`config.mk`:
```
export PLATFORM = sky130hd
export DESIGN_NAME = operand_issue
export DESIGN_NICKNAME = d
export VERILOG_FILES = /design/src/rtl/operand_issue_pkg.sv /design/src/rtl/operand_fwd_mux.sv /design/src/rtl/operand_issue.sv
export SDC_FILE = /design/constraint.sdc
export NUM_CORES = 1
export LEC_CHECK = 0
export CAP_MARGIN = 20
export CORE_UTILIZATION = 25
export CTS_CLUSTER_SIZE = 25
export DETAILED_ROUTE_END_ITERATION = 12
export SYNTH_ARGS = -nofsm -noshare
export SYNTH_HDL_FRONTEND = slang
export SYNTH_SLANG_ARGS = --single-unit
```
`constraint.sdc`:
```
create_clock -name clk -period 4.15 [get_ports clk]
set_input_delay 0.83 -clock clk [delete_from_list [all_inputs] [get_ports clk]]
set_output_delay 0.83 -clock clk [all_outputs]
set_load 0.02 [all_outputs]
```
`src/rtl/operand_issue_pkg.sv`:
```
// Shared decode constants and opcode classification for the operand issue stage.
package operand_issue_pkg;

    localparam logic [5:0] OP_SPECIAL  = 6'h00;
    localparam logic [5:0] OP_REGIMM   = 6'h01;
    localparam logic [5:0] OP_JAL      = 6'h03;
    localparam logic [5:0] OP_ADDI     = 6'h08;
    localparam logic [5:0] OP_ADDIU    = 6'h09;
    localparam logic [5:0] OP_SLTI     = 6'h0A;
    localparam logic [5:0] OP_SLTIU    = 6'h0B;
    localparam logic [5:0] OP_ANDI     = 6'h0C;
    localparam logic [5:0] OP_ORI      = 6'h0D;
    localparam logic [5:0] OP_XORI     = 6'h0E;
    localparam logic [5:0] OP_LUI      = 6'h0F;
    localparam logic [5:0] OP_SPECIAL2 = 6'h1C;
    localparam logic [5:0] OP_LB       = 6'h20;
    localparam logic [5:0] OP_LH       = 6'h21;
    localparam logic [5:0] OP_LW       = 6'h23;
    localparam logic [5:0] OP_LBU      = 6'h24;
    localparam logic [5:0] OP_LHU      = 6'h25;
    localparam logic [5:0] OP_SB       = 6'h28;
    localparam logic [5:0] OP_SH       = 6'h29;
    localparam logic [5:0] OP_SW       = 6'h2B;

    localparam logic [5:0] FN_JALR     = 6'h09;

    localparam logic [4:0] RI_BLTZAL   = 5'h10;
    localparam logic [4:0] RI_BGEZAL   = 5'h11;

    // Operand-shaping class of an opcode; immediate ALU ops split by extension kind.
    typedef enum logic [3:0] {
        CLS_OTHER,
        CLS_SPECIAL,
        CLS_SPECIAL2,
        CLS_IMM_SEXT,
        CLS_IMM_ZEXT,
        CLS_LUI,
        CLS_LOAD,
        CLS_STORE,
        CLS_REGIMM,
        CLS_JAL
    } op_class_t;

    function automatic op_class_t op_class(input logic [5:0] i_op);
        case (i_op)
            OP_SPECIAL:                          return CLS_SPECIAL;
            OP_SPECIAL2:                         return CLS_SPECIAL2;
            OP_ADDI, OP_ADDIU, OP_SLTI, OP_SLTIU: return CLS_IMM_SEXT;
            OP_ANDI, OP_ORI, OP_XORI:            return CLS_IMM_ZEXT;
            OP_LUI:                              return CLS_LUI;
            OP_LB, OP_LH, OP_LW, OP_LBU, OP_LHU: return CLS_LOAD;
            OP_SB, OP_SH, OP_SW:                 return CLS_STORE;
            OP_REGIMM:                           return CLS_REGIMM;
            OP_JAL:                              return CLS_JAL;
            default:                             return CLS_OTHER;
        endcase
    endfunction

endpackage

```
`src/rtl/operand_fwd_mux.sv`:
```
// Prioritised forwarding mux: lowest-index matching source wins, r0 is hardwired to 0.
module operand_fwd_mux #(
    parameter int DATA_W   = 32,
    parameter int FWD_SRCS = 2
) (
    input  logic [4:0]               i_addr,
    input  logic [DATA_W-1:0]        i_rf_data,
    input  logic [FWD_SRCS-1:0]      i_fwd_valid,
    input  logic [5*FWD_SRCS-1:0]    i_fwd_addr,
    input  logic [DATA_W*FWD_SRCS-1:0] i_fwd_data,
    input  logic [FWD_SRCS-1:0]      i_fwd_pending,
    output logic [DATA_W-1:0]        o_value,
    output logic                     o_hit,
    output logic                     o_pending
);

    logic [DATA_W-1:0] w_value;
    logic              w_hit;
    logic              w_pending;

    // Scan sources youngest-first and keep only the first match.
    always_comb begin
        w_value   = i_rf_data;
        w_hit     = 1'b0;
        w_pending = 1'b0;
        if (i_addr == 5'd0) begin
            w_value = '0;
        end else begin
            for (int unsigned i = 0; i < FWD_SRCS; i++) begin
                if (!w_hit && i_fwd_valid[i] && (i_fwd_addr[i*5 +: 5] == i_addr)) begin
                    w_hit     = 1'b1;
                    w_value   = i_fwd_data[i*DATA_W +: DATA_W];
                    w_pending = i_fwd_pending[i];
                end
            end
        end
    end

    assign o_value   = w_value;
    assign o_hit     = w_hit;
    assign o_pending = w_pending;

endmodule

```
`src/rtl/operand_issue.sv`:
```
// Operand generation between decode and execute: forwarding, load-use stall, output register.
module operand_issue
    import operand_issue_pkg::*;
#(
    parameter int DATA_W   = 32,
    parameter int ADDR_W   = 32,
    parameter int FWD_SRCS = 2
) (
    input  logic                       clk,
    input  logic                       rst,
    input  logic                       flush,
    input  logic                       in_valid,
    output logic                       in_ready,
    input  logic [ADDR_W-1:0]          pc,
    input  logic [5:0]                 op,
    input  logic [4:0]                 rs,
    input  logic [4:0]                 rt,
    input  logic [5:0]                 funct,
    input  logic [15:0]                imm,
    input  logic [DATA_W-1:0]          rf_data_1,
    input  logic [DATA_W-1:0]          rf_data_2,
    input  logic [FWD_SRCS-1:0]        fwd_valid,
    input  logic [5*FWD_SRCS-1:0]      fwd_addr,
    input  logic [DATA_W*FWD_SRCS-1:0] fwd_data,
    input  logic [FWD_SRCS-1:0]        fwd_pending,
    output logic                       out_valid,
    input  logic                       out_ready,
    output logic [DATA_W-1:0]          operand_1,
    output logic [DATA_W-1:0]          operand_2,
    output logic [DATA_W-1:0]          store_data,
    output logic [ADDR_W-1:0]          out_pc,
    output logic [31:0]                stall_cycles
);

    op_class_t         w_cls;
    logic              w_use_rs, w_use_rt;
    logic [DATA_W-1:0] w_rs_val, w_rt_val;
    logic              w_rs_hit, w_rt_hit;
    logic              w_rs_pend, w_rt_pend;
    logic              w_hazard, w_accept;
    logic [ADDR_W-1:0] w_pc8;
    logic [DATA_W-1:0] w_pc8_d, w_imm_sext, w_imm_zext, w_imm_lui;
    logic [DATA_W-1:0] w_op1, w_op2, w_sd;

    logic              r_out_valid;
    logic [DATA_W-1:0] r_op1, r_op2, r_sd;
    logic [ADDR_W-1:0] r_pc;
    logic [31:0]       r_stall;

    operand_fwd_mux #(.DATA_W(DATA_W), .FWD_SRCS(FWD_SRCS)) u_fwd_rs (
        .i_addr(rs), .i_rf_data(rf_data_1),
        .i_fwd_valid(fwd_valid), .i_fwd_addr(fwd_addr),
        .i_fwd_data(fwd_data), .i_fwd_pending(fwd_pending),
        .o_value(w_rs_val), .o_hit(w_rs_hit), .o_pending(w_rs_pend)
    );

    operand_fwd_mux #(.DATA_W(DATA_W), .FWD_SRCS(FWD_SRCS)) u_fwd_rt (
        .i_addr(rt), .i_rf_data(rf_data_2),
        .i_fwd_valid(fwd_valid), .i_fwd_addr(fwd_addr),
        .i_fwd_data(fwd_data), .i_fwd_pending(fwd_pending),
        .o_value(w_rt_val), .o_hit(w_rt_hit), .o_pending(w_rt_pend)
    );

    // Decode source usage and the load-use hazard from the winning forward source.
    always_comb begin
        w_cls    = op_class(op);
        w_use_rs = (w_cls == CLS_SPECIAL) || (w_cls == CLS_SPECIAL2) ||
                   (w_cls == CLS_IMM_SEXT) || (w_cls == CLS_IMM_ZEXT) ||
                   (w_cls == CLS_LOAD) || (w_cls == CLS_STORE);
        w_use_rt = (w_cls == CLS_SPECIAL) || (w_cls == CLS_SPECIAL2) || (w_cls == CLS_STORE);
        w_hazard = in_valid && ((w_use_rs && w_rs_hit && w_rs_pend) ||
                                (w_use_rt && w_rt_hit && w_rt_pend));
    end

    assign in_ready = !rst && !w_hazard && (!r_out_valid || out_ready) && !flush;
    assign w_accept = in_valid && in_ready;

    // Build operand_1/operand_2/store_data for the current instruction.
    always_comb begin
        w_pc8      = pc + ADDR_W'(8);
        w_pc8_d    = DATA_W'(w_pc8);
        w_imm_sext = DATA_W'(signed'(imm));
        w_imm_zext = DATA_W'(imm);
        w_imm_lui  = DATA_W'({imm, 16'h0000});
        w_op1      = '0;
        w_op2      = '0;
        w_sd       = '0;
        case (w_cls)
            CLS_SPECIAL: begin
                w_op1 = (funct == FN_JALR) ? w_pc8_d : w_rs_val;
                w_op2 = w_rt_val;
            end
            CLS_SPECIAL2: w_op1 = w_rs_val;
            CLS_IMM_SEXT, CLS_LOAD: begin
                w_op1 = w_rs_val;
                w_op2 = w_imm_sext;
            end
            CLS_IMM_ZEXT: begin
                w_op1 = w_rs_val;
                w_op2 = w_imm_zext;
            end
            CLS_LUI: w_op2 = w_imm_lui;
            CLS_STORE: begin
                w_op1 = w_rs_val;
                w_op2 = w_imm_sext;
                w_sd  = w_rt_val;
            end
            CLS_REGIMM: w_op1 = ((rt == RI_BLTZAL) || (rt == RI_BGEZAL)) ? w_pc8_d : '0;
            CLS_JAL:    w_op1 = w_pc8_d;
            default: ;
        endcase
    end

    // Output register: flush kills, acceptance loads, consumption without refill bubbles.
    always_ff @(posedge clk) begin
        if (rst) begin
            r_out_valid <= 1'b0;
            r_op1       <= '0;
            r_op2       <= '0;
            r_sd        <= '0;
            r_pc        <= '0;
        end else if (flush) begin
            r_out_valid <= 1'b0;
        end else if (w_accept) begin
            r_out_valid <= 1'b1;
            r_op1       <= w_op1;
            r_op2       <= w_op2;
            r_sd        <= w_sd;
            r_pc        <= pc;
        end else if (out_ready) begin
            r_out_valid <= 1'b0;
        end
    end

    // Saturating count of cycles lost to load-use hazards (flush cycles excluded).
    always_ff @(posedge clk) begin
        if (rst) begin
            r_stall <= '0;
        end else if (w_hazard && !flush && (r_stall != '1)) begin
            r_stall <= r_stall + 32'd1;
        end
    end

    assign out_valid    = r_out_valid;
    assign operand_1    = r_op1;
    assign operand_2    = r_op2;
    assign store_data   = r_sd;
    assign out_pc       = r_pc;
    assign stall_cycles = r_stall;

endmodule

```
Yosys cells after proc, flatten, opt, wreduce, memory -nomap -nowiden
Memory sizes are Yosys's and may differ from the RTL's.
Index checks and enable logic that the tools add are counted.
- flip-flop bits (word level): 161
- ROM bits: 256
- bits of input ports: 217
- output and inout port bits: 162
- word-level logic and storage cells: 93
- memories: 1
- $add $sub $neg: 2
- eq/ne operators: 17
- mux-type cells: 27
- bitwise logic cells: 1
- reduce and logical (&&, ||, !) cells: 39
- memory list (name ; words ; bits a word ; rd ports ; clocked after Yosys merged registers in ; wr ports ; line ; RTL):
    (no name shown) ; 64 ; 4 ; 1 ; 0 ; 0 ; operand_issue_pkg.sv:45 ; case (i_op)
- operator list (cell ; count):
    $mux 32 ; 9
    $pmux 32 s4 ; 2
    $add 32x1->32 const B ; 1
    $add 32x4->32 const B ; 1
    $ne 32x32->1 const B ; 1
    $eq 5x5->1 ; 4
    $logic_and 1x1->1 ; 17
    $eq 4x3->1 const B ; 4
    $mux 1 ; 16
    $eq 5x5->1 const B ; 2
    $logic_not 5->1 ; 2
    $logic_or 1x1->1 ; 9
    $eq 4x2->1 const B ; 2
    $eq 4x4->1 const B ; 2
    $eq 6x4->1 const B ; 1
    $logic_not 1->1 ; 6
    $reduce_or 5->1 ; 1
    $eq 4x1->1 const B ; 1
    $reduce_or 3->1 ; 1
    $reduce_and 2->1 ; 1
    $reduce_bool 2->1 ; 1
    $reduce_or 2->1 ; 1
    $not 1->1 ; 1

Depth between registers and ports, before layout
Gate-level depths: netlist (run 1).
- depth after elaboration: 19
- gate-level depth with buffers: 12
- mapped depth without buffers: 10

Modules after synthesis
A second synthesis (run 1) with hierarchy kept.
- cell total of the unflattened synthesis: 1318
- area, all modules: 10346.2 um^2
- modules (own cells, without submodules) (module ; times used ; cells each ; area each (um^2)):
    operand_issue ; 1 ; 946 ; 8044.0
    operand_fwd_mux ; 2 ; 186 ; 1151.1

Least setup slack after synthesis (run 1)
No wires, ideal clock.
- path kind: input-to-output
- start: input op[0]
- end: output in_ready
- arrival time: 2.471 ns
- path slack: 0.849 ns
- stages: 8
- path buffers: 0
- path through: inv_1 ha_1 nor2b_1 a2bb2oi_1 o211ai_2 a21boi_4 o32a_2 and2_1
- longest elaborated chain between the ends: 15
- elaborated cells between the ends (all ways): 23
- classes of those cells: eq/ne: 6; reduce/logical: 16; memory: 1
- RTL lines (what ; line ; RTL):
    start: declaration ; operand_issue.sv:15 ; input logic [5:0] op,
    $mem_v2 64x4 * ; - ;
    $eq 4x1->1 / $eq 4x2->1 (equally long branches) ; operand_issue.sv:67, operand_issue.sv:70 ;
    $logic_or 1x1->1 ; operand_issue.sv:67, operand_issue.sv:70 ;
    $logic_or 1x1->1 ; operand_issue.sv:67 ; w_use_rs = (w_cls == CLS_SPECIAL) || (w_cls == CLS_SPECIAL2) ||
    $logic_or 1x1->1 (2 in a row) ; operand_issue.sv:68 ; (w_cls == CLS_IMM_SEXT) || (w_cls == CLS_IMM_ZEXT) ||
    $logic_or 1x1->1 ; operand_issue.sv:69 ; (w_cls == CLS_LOAD) || (w_cls == CLS_STORE);
    $logic_and 1x1->1 (2 in a row) ; operand_issue.sv:71 ; w_hazard = in_valid && ((w_use_rs && w_rs_hit && w_rs_pend) ||
    $logic_or 1x1->1 * ; operand_issue.sv:71 ;
    $logic_and 1x1->1 * ; operand_issue.sv:71 ;
    $logic_not 1->1 * ; operand_issue.sv:75 ; assign in_ready = !rst && !w_hazard && (!r_out_valid || out_ready) && !flush;
    $logic_and 1x1->1 * (3 in a row) ; operand_issue.sv:75 ;
    end: declaration ; operand_issue.sv:13 ; output logic in_ready,
Mark *: on every way between the ends. The rest lies on a longest branch, timed or not.

Worst setup path in the final report (run 1)
Same ends and word-level chain as after synthesis.

==> results of run 1 <==
## placed cells by master (no fill, tap or decap), types with 3 or more instances in the layout
cell type,Yosys,layout
clkdlybuf4s50_1,0,376
dfxtp_1,161,161
nor2_1,150,150
nand2_1,106,106
a21oi_1,85,85
a211oi_1,77,77
mux2i_1,65,65
nor3_1,44,44
buf_4,4,41
nand3_1,31,30
xor2_1,29,29
xnor2_1,28,28
a31o_2,27,27
a22oi_1,26,26
nor3b_1,25,24
o21ai_0,20,20
nand4_1,19,19
clkbuf_16,0,17
or3_1,16,16
inv_1,10,10
o2bb2ai_1,9,9
nor4_1,8,8
and3_1,11,8
a221oi_1,7,7
mux2_2,6,6
o22ai_1,6,5
ha_1,5,5
buf_12,0,5
nor2b_1,4,4
and2_1,4,4
clkbuf_1,56,4
diode_2,0,3
nand2b_1,3,3
or2_2,2,3
nor4b_1,3,3
and4_1,3,3
o221a_2,3,3
clkinv_4,0,3
## stage by stage
stage	worst slack [ns]	total power (W)	cell area, um^2
floorplan	0.8493	0.001962	9040
CTS	0.07121	0.004047	14040
global route	0.01121	0.004151	14040
detailed placement	-0.1407	0.002444	13470
finish	0.07386	0.004000	14050
global placement	-0.1125	0.002439	13470
## final timing paths
check | startpoint | end | depth (start not counted)
setup / recovery | op[0] | in_ready | 10
setup reg to reg | stall_cycles[11] | stall_cycles[3] | 9
hold reg to reg | out_pc[31] | out_pc[31] | 2
hold / removal | out_pc[31] | out_pc[31] | 2
## power breakdown
part           total [W]  leakage (nW)  switching, W  internal (W)
Sequential       0.00161          1.31     0.0000232       0.00159
Combinational   0.000800          3.13      0.000406      0.000393
Clock            0.00159         0.273      0.000674      0.000917
## state kept, by name, indices dropped and copies added (netlist names)
signal and flops:
out_pc 32, operand_1 32, out_valid 1, operand_2 32, stall_cycles 32, store_data 32
## layer usage
metal	vias up	GRT usage	routed length, um
met4	4	0.09237	1325
met1	4696	0.2633	16850
met2	376	0.3582	19420
met3	56	0.05299	2996
li1	4776	-	-
met5	-	0	25
## layout make-up
class	instances	area share
antenna	3	0.0005345
timing repair buffer	423	0.2976
sequential	161	0.2295
clock buffer	23	0.03332
clock inverter	8	0.007572
inverter	10	0.002672
tap	461	0.04107
multi-input combinational	859	0.3878
## critical path, cell delays in order
cell	delay (ns)
clkdlybuf4s50_1	0.50
inv_1	0.07
ha_1	0.30
or3_1	0.34
a21o_1	0.20
o21ai_1	0.15
nand3b_1	0.11
o32a_2	0.23
and2_1	0.19
dlygate4sd2_1	0.32
## cells by family (layout without fill, tap and decap cells)
group,count (synthesis),in the layout,share of synthesized area
buf+inv,96,464,0.04651
fa+ha+maj,5,5,0.006920
other cells,0,3,0
flops,161,161,0.3565
xor+xnor,57,57,0.05523
mux,72,72,0.08069
simple gates,448,448,0.2414
compound gates,277,277,0.2127
## timing repair
item	in CTS	in global routing
hold buffers	0	0
endpoints found under the hold margin	0	0
resized for setup	1	0
endpoints found under the setup margin	1	0
==> results.cfg, run 1 <==
[run_status]
status = complete, no violations

[sta]
max_freq_mhz = 245.3
period_share = 0.9822
setup_viol = 0
slew_viol_final = 0
rsz0062_at_grt = false
slew_headroom = 0.3936
hold_viol_final = 0
setup_tns_ns = 0
tightest_slew_ns = 0.9068
finClkSkew_ns = 0.006671
period_needed_ns = 4.076
whs_ns = 0.4526

[clocking]
cts.path.max_buffers = 2
post_cts_buffers = 0
cts_sinks = 161
insertion_delay_ns = 0.43
cts_tree = built
cts-root-buf = clkbuf_16
htreeDepth = 4
cts_buffers = 17
clk_pin_slew_ns = 0.06

[placement]
place_congestion = 0.8746
port_buffers = 378
dpl.cell_count = 1914
dp_hpwl_mm = 30.66

[cells_and_area]
drive_above_1_share = 0.09232
register_area_um2 = 3223
final_cells = 1948
fillers = 3612
syn_to_final_growth_pct = 55.38
multi_input_area_um2 = 5446
final_util = 0.3949
layout.nets = 1694

[route]
ant_nets = 0
via_per_inst = 5.086
drtIter0Drc = 546
drt-total-wl_mm = 40.62
drc = 0
vias = 9908
firstDrtPassIters = 5
wl_per_cell_um = 20.85

[global_route]
overflow = 0
grt_max_degree = 88
antenna_found_initial = 3
grt_pass1_vias = 9512
track_usage = 0.2157
grt_pass1_wl_mm = 58.78

[flow_run]
maxCapViolCount = 0

[synth]
async_flop_share = 0
ys.flop_type = dfxtp_1
synth.top_cell.area_share = 0.3565
syn-instance-count = 1116
yosys-top-cells-area = dfxtp_1 (36%), mux2i_1 (7.2%), a211oi_1 (6.4%)
synth_most_common_cell = dfxtp_1
synth_seq_cells = 161
syn-cell-area_um2 = 9040
synth_common_cells = dfxtp_1 (161), nor2_1 (150), nand2_1 (106)
syn_nets = 1338
ys_types = 63
yosysWarnings = 0
synth-edff-count = 0
ys_seq_area_frac = 0.3565
avgSynthCellArea_um2 = 8.100
synth_area_leader_cell = dfxtp_1

[floorplan]
die-area_um2 = 36920
start_util = 0.2542
rows = 69
design.core.area_um2 = 35570
die_h_um = 192.2
num_io_pins = 379
die_width_um = 192.2

[hold_path]
hold_class = reg -> reg

[critical_path]
critPathKind = in -> out
start_kind = input port
regToRegSetupSlack_ns = 1.43
end_kind = primary output
worst-path-max-fanout = 2
cp.required_ns = 3.32
cp.arrival_ns = 3.25

[power]
p_leak_nw = 4.713
irDropWorstVdd_mv = 0.2809
p_per_area_nw_per_um2 = 284.8
No activity file was read; power rests on OpenSTA's default activity.
==> run 2: changes to the inputs <==
Settings changed: CORE_MARGIN from default to 3, SLEW_MARGIN from default to 0.
==> run 2 against run 1 <==
Against the previous run:
- critical endpoint unchanged
- combinational power hardly changed
- clock power up 3%
- clock-buffer cell count up 1
- via count rose by 0.42%
- highest routed layer unchanged
- setup slack better by 0.17 ns
- largest power group is now the clock network
- wire length rose by 1.2%
- critical path depth is the same
- worst hold slack worse by 0.0017 ns
==> results.cfg, run 2 (synthesized netlist as in run 1, its figures left out) <==
[run_status]
status = complete, no violations

[clocking]
insertion_delay_ns = 0.44
cts-root-buf = clkbuf_16
htreeDepth = 4
cts_sinks = 161
cts.path.max_buffers = 2
clk_pin_slew_ns = 0.06
cts_tree = built
cts_hold_buf = 0
cts_buffers = 17

[route]
vias = 9950
drtIter0Drc = 594
firstDrtPassIters = 5
drt-total-wl_mm = 41.10
via_per_inst = 5.105
ant_nets = 0
wl_per_cell_um = 21.09
drc = 0

[floorplan]
die_h_um = 196.2
design.core.area_um2 = 35570
start_util = 0.2542
num_io_pins = 379
rows = 69
die_width_um = 196.2
die-area_um2 = 38480

[placement]
place_congestion = 0.9036
dpl.cell_count = 1914
port_buffers = 378
dp_worst_setup_slack_ns = -0.1371
dp_hpwl_mm = 31.78

[sta]
slew_headroom = 0.3714
finClkSkew_ns = 0.008387
setup_viol = 0
tightest_slew_ns = 0.9400
period_needed_ns = 3.909
max_freq_mhz = 255.8
setup_tns_ns = 0
slew_viol_final = 0
period_share = 0.9419
setup_ws_ns = 0.2412
rsz0062_at_grt = false
hold_viol_final = 0

[power]
p_per_area_nw_per_um2 = 286.9
p_leak_nw = 4.751
p_sw_frac = 0.2712
p_total_w = 0.004050
pwr-share-seq = 0.397
power.share.clock = 0.404
irDropWorstVdd_mv = 0.2820
comb_power_share = 0.198
p_int_w = 0.002951
switching_power_w = 0.001098

[hold_path]
hold_class = reg -> reg

[cells_and_area]
final_cells = 1949
layout.nets = 1695
final_cell_mix = clkdlybuf4s50_1 (376), dfxtp_1 (161), nor2_1 (150), nand2_1 (106), a21oi_1 (85)
syn_to_final_growth_pct = 56.12
mostFrequentLayoutCell = clkdlybuf4s50_1
drive_above_1_share = 0.09556

[critical_path]
cp_slowest_cell = clkdlybuf4s50_1
critPathKind = in -> out
end_kind = primary output
start_kind = input port
cpPeakStageDelay_ns = 0.50
regToRegSetupSlack_ns = 1.01
cp.required_ns = 3.32
worstPathCellList = clkdlybuf4s50_1, inv_1, ha_1, nor2b_1, a2bb2oi_1, o211ai_2, a21boi_4, o32a_2, and2_1, clkbuf_2
worst-path-max-fanout = 3
cp.arrival_ns = 3.08

[global_route]
track_usage = 0.2066
grt_max_degree = 76
overflow = 0
antenna_found_initial = 3
grt_pass1_wl_mm = 60.73
grt_pass1_vias = 9861

[flow_run]
maxCapViolCount = 0
run 2: worst paths after layout:
kind | start | to | cells after the start
setup / recovery | op[0] | in_ready | 10
setup reg to reg | stall_cycles[11] | stall_cycles[3] | 9
hold reg to reg | store_data[12] | store_data[12] | 2
hold / removal | store_data[12] | store_data[12] | 2
run 2: critical path, delay by kind of cell:
family	cells	cell delay, ns
AO/OA/AOI/OAI	4	0.89
buffers and inverters	3	0.73
AND/OR/NAND/NOR	2	0.33
adder cells (fa/ha/maj)	1	0.30
run 2: power groups by stage:
stage,Clock [W],Sequential (W),Combinational [W]
global placement,0,0.00164,0.000799
finish,0.00164,0.00161,0.000803
CTS,0.00167,0.00161,0.000808
global route,0.00174,0.00161,0.000861
floorplan,0,0.00169,0.000270
detailed placement,0,0.00164,0.000804
run 2: per-stage QoR:
step / utilization / instance area (um^2) / hold slack, ns
after detailed placement: 0.3791 / 13480 / 0.4456
after floorplan: - / 9040 / 0.5291
final: 0.3968 / 14110 / 0.4509
after CTS: 0.3960 / 14080 / 0.4535
after global routing: 0.3968 / 14110 / 0.4734
after global placement: 0.3791 / 13480 / 0.4407
run 2: layer usage:
layer,part of all wire,up-vias,global-route usage
met5,0.00041,-,0
met4,0.030,2,0.07209
met3,0.064,59,0.04946
met2,0.48,378,0.3528
met1,0.43,4733,0.2543
li1,-,4778,-
run 2: what timing repair did:
action / 4_1_cts / 5_1_grt
buffers inserted: 0 / 0
setup endpoints to repair: 1 / 1
resized for setup: 1 / 2
hold endpoints to repair: 0 / 0
run 2: cell type report:
| type | instances | area, um^2 |
|---|---|---|
| fillers | 3685 | 21460 |
| multi-input cells | 859 | 5439 |
| repair buffers | 424 | 4229 |
| flip-flops and latches | 161 | 3223 |
| well taps | 461 | 576.8 |
| clock buffers | 24 | 501.7 |
| clock inverters | 8 | 101.3 |
| inverters | 10 | 37.54 |
| diodes | 2 | 5.005 |
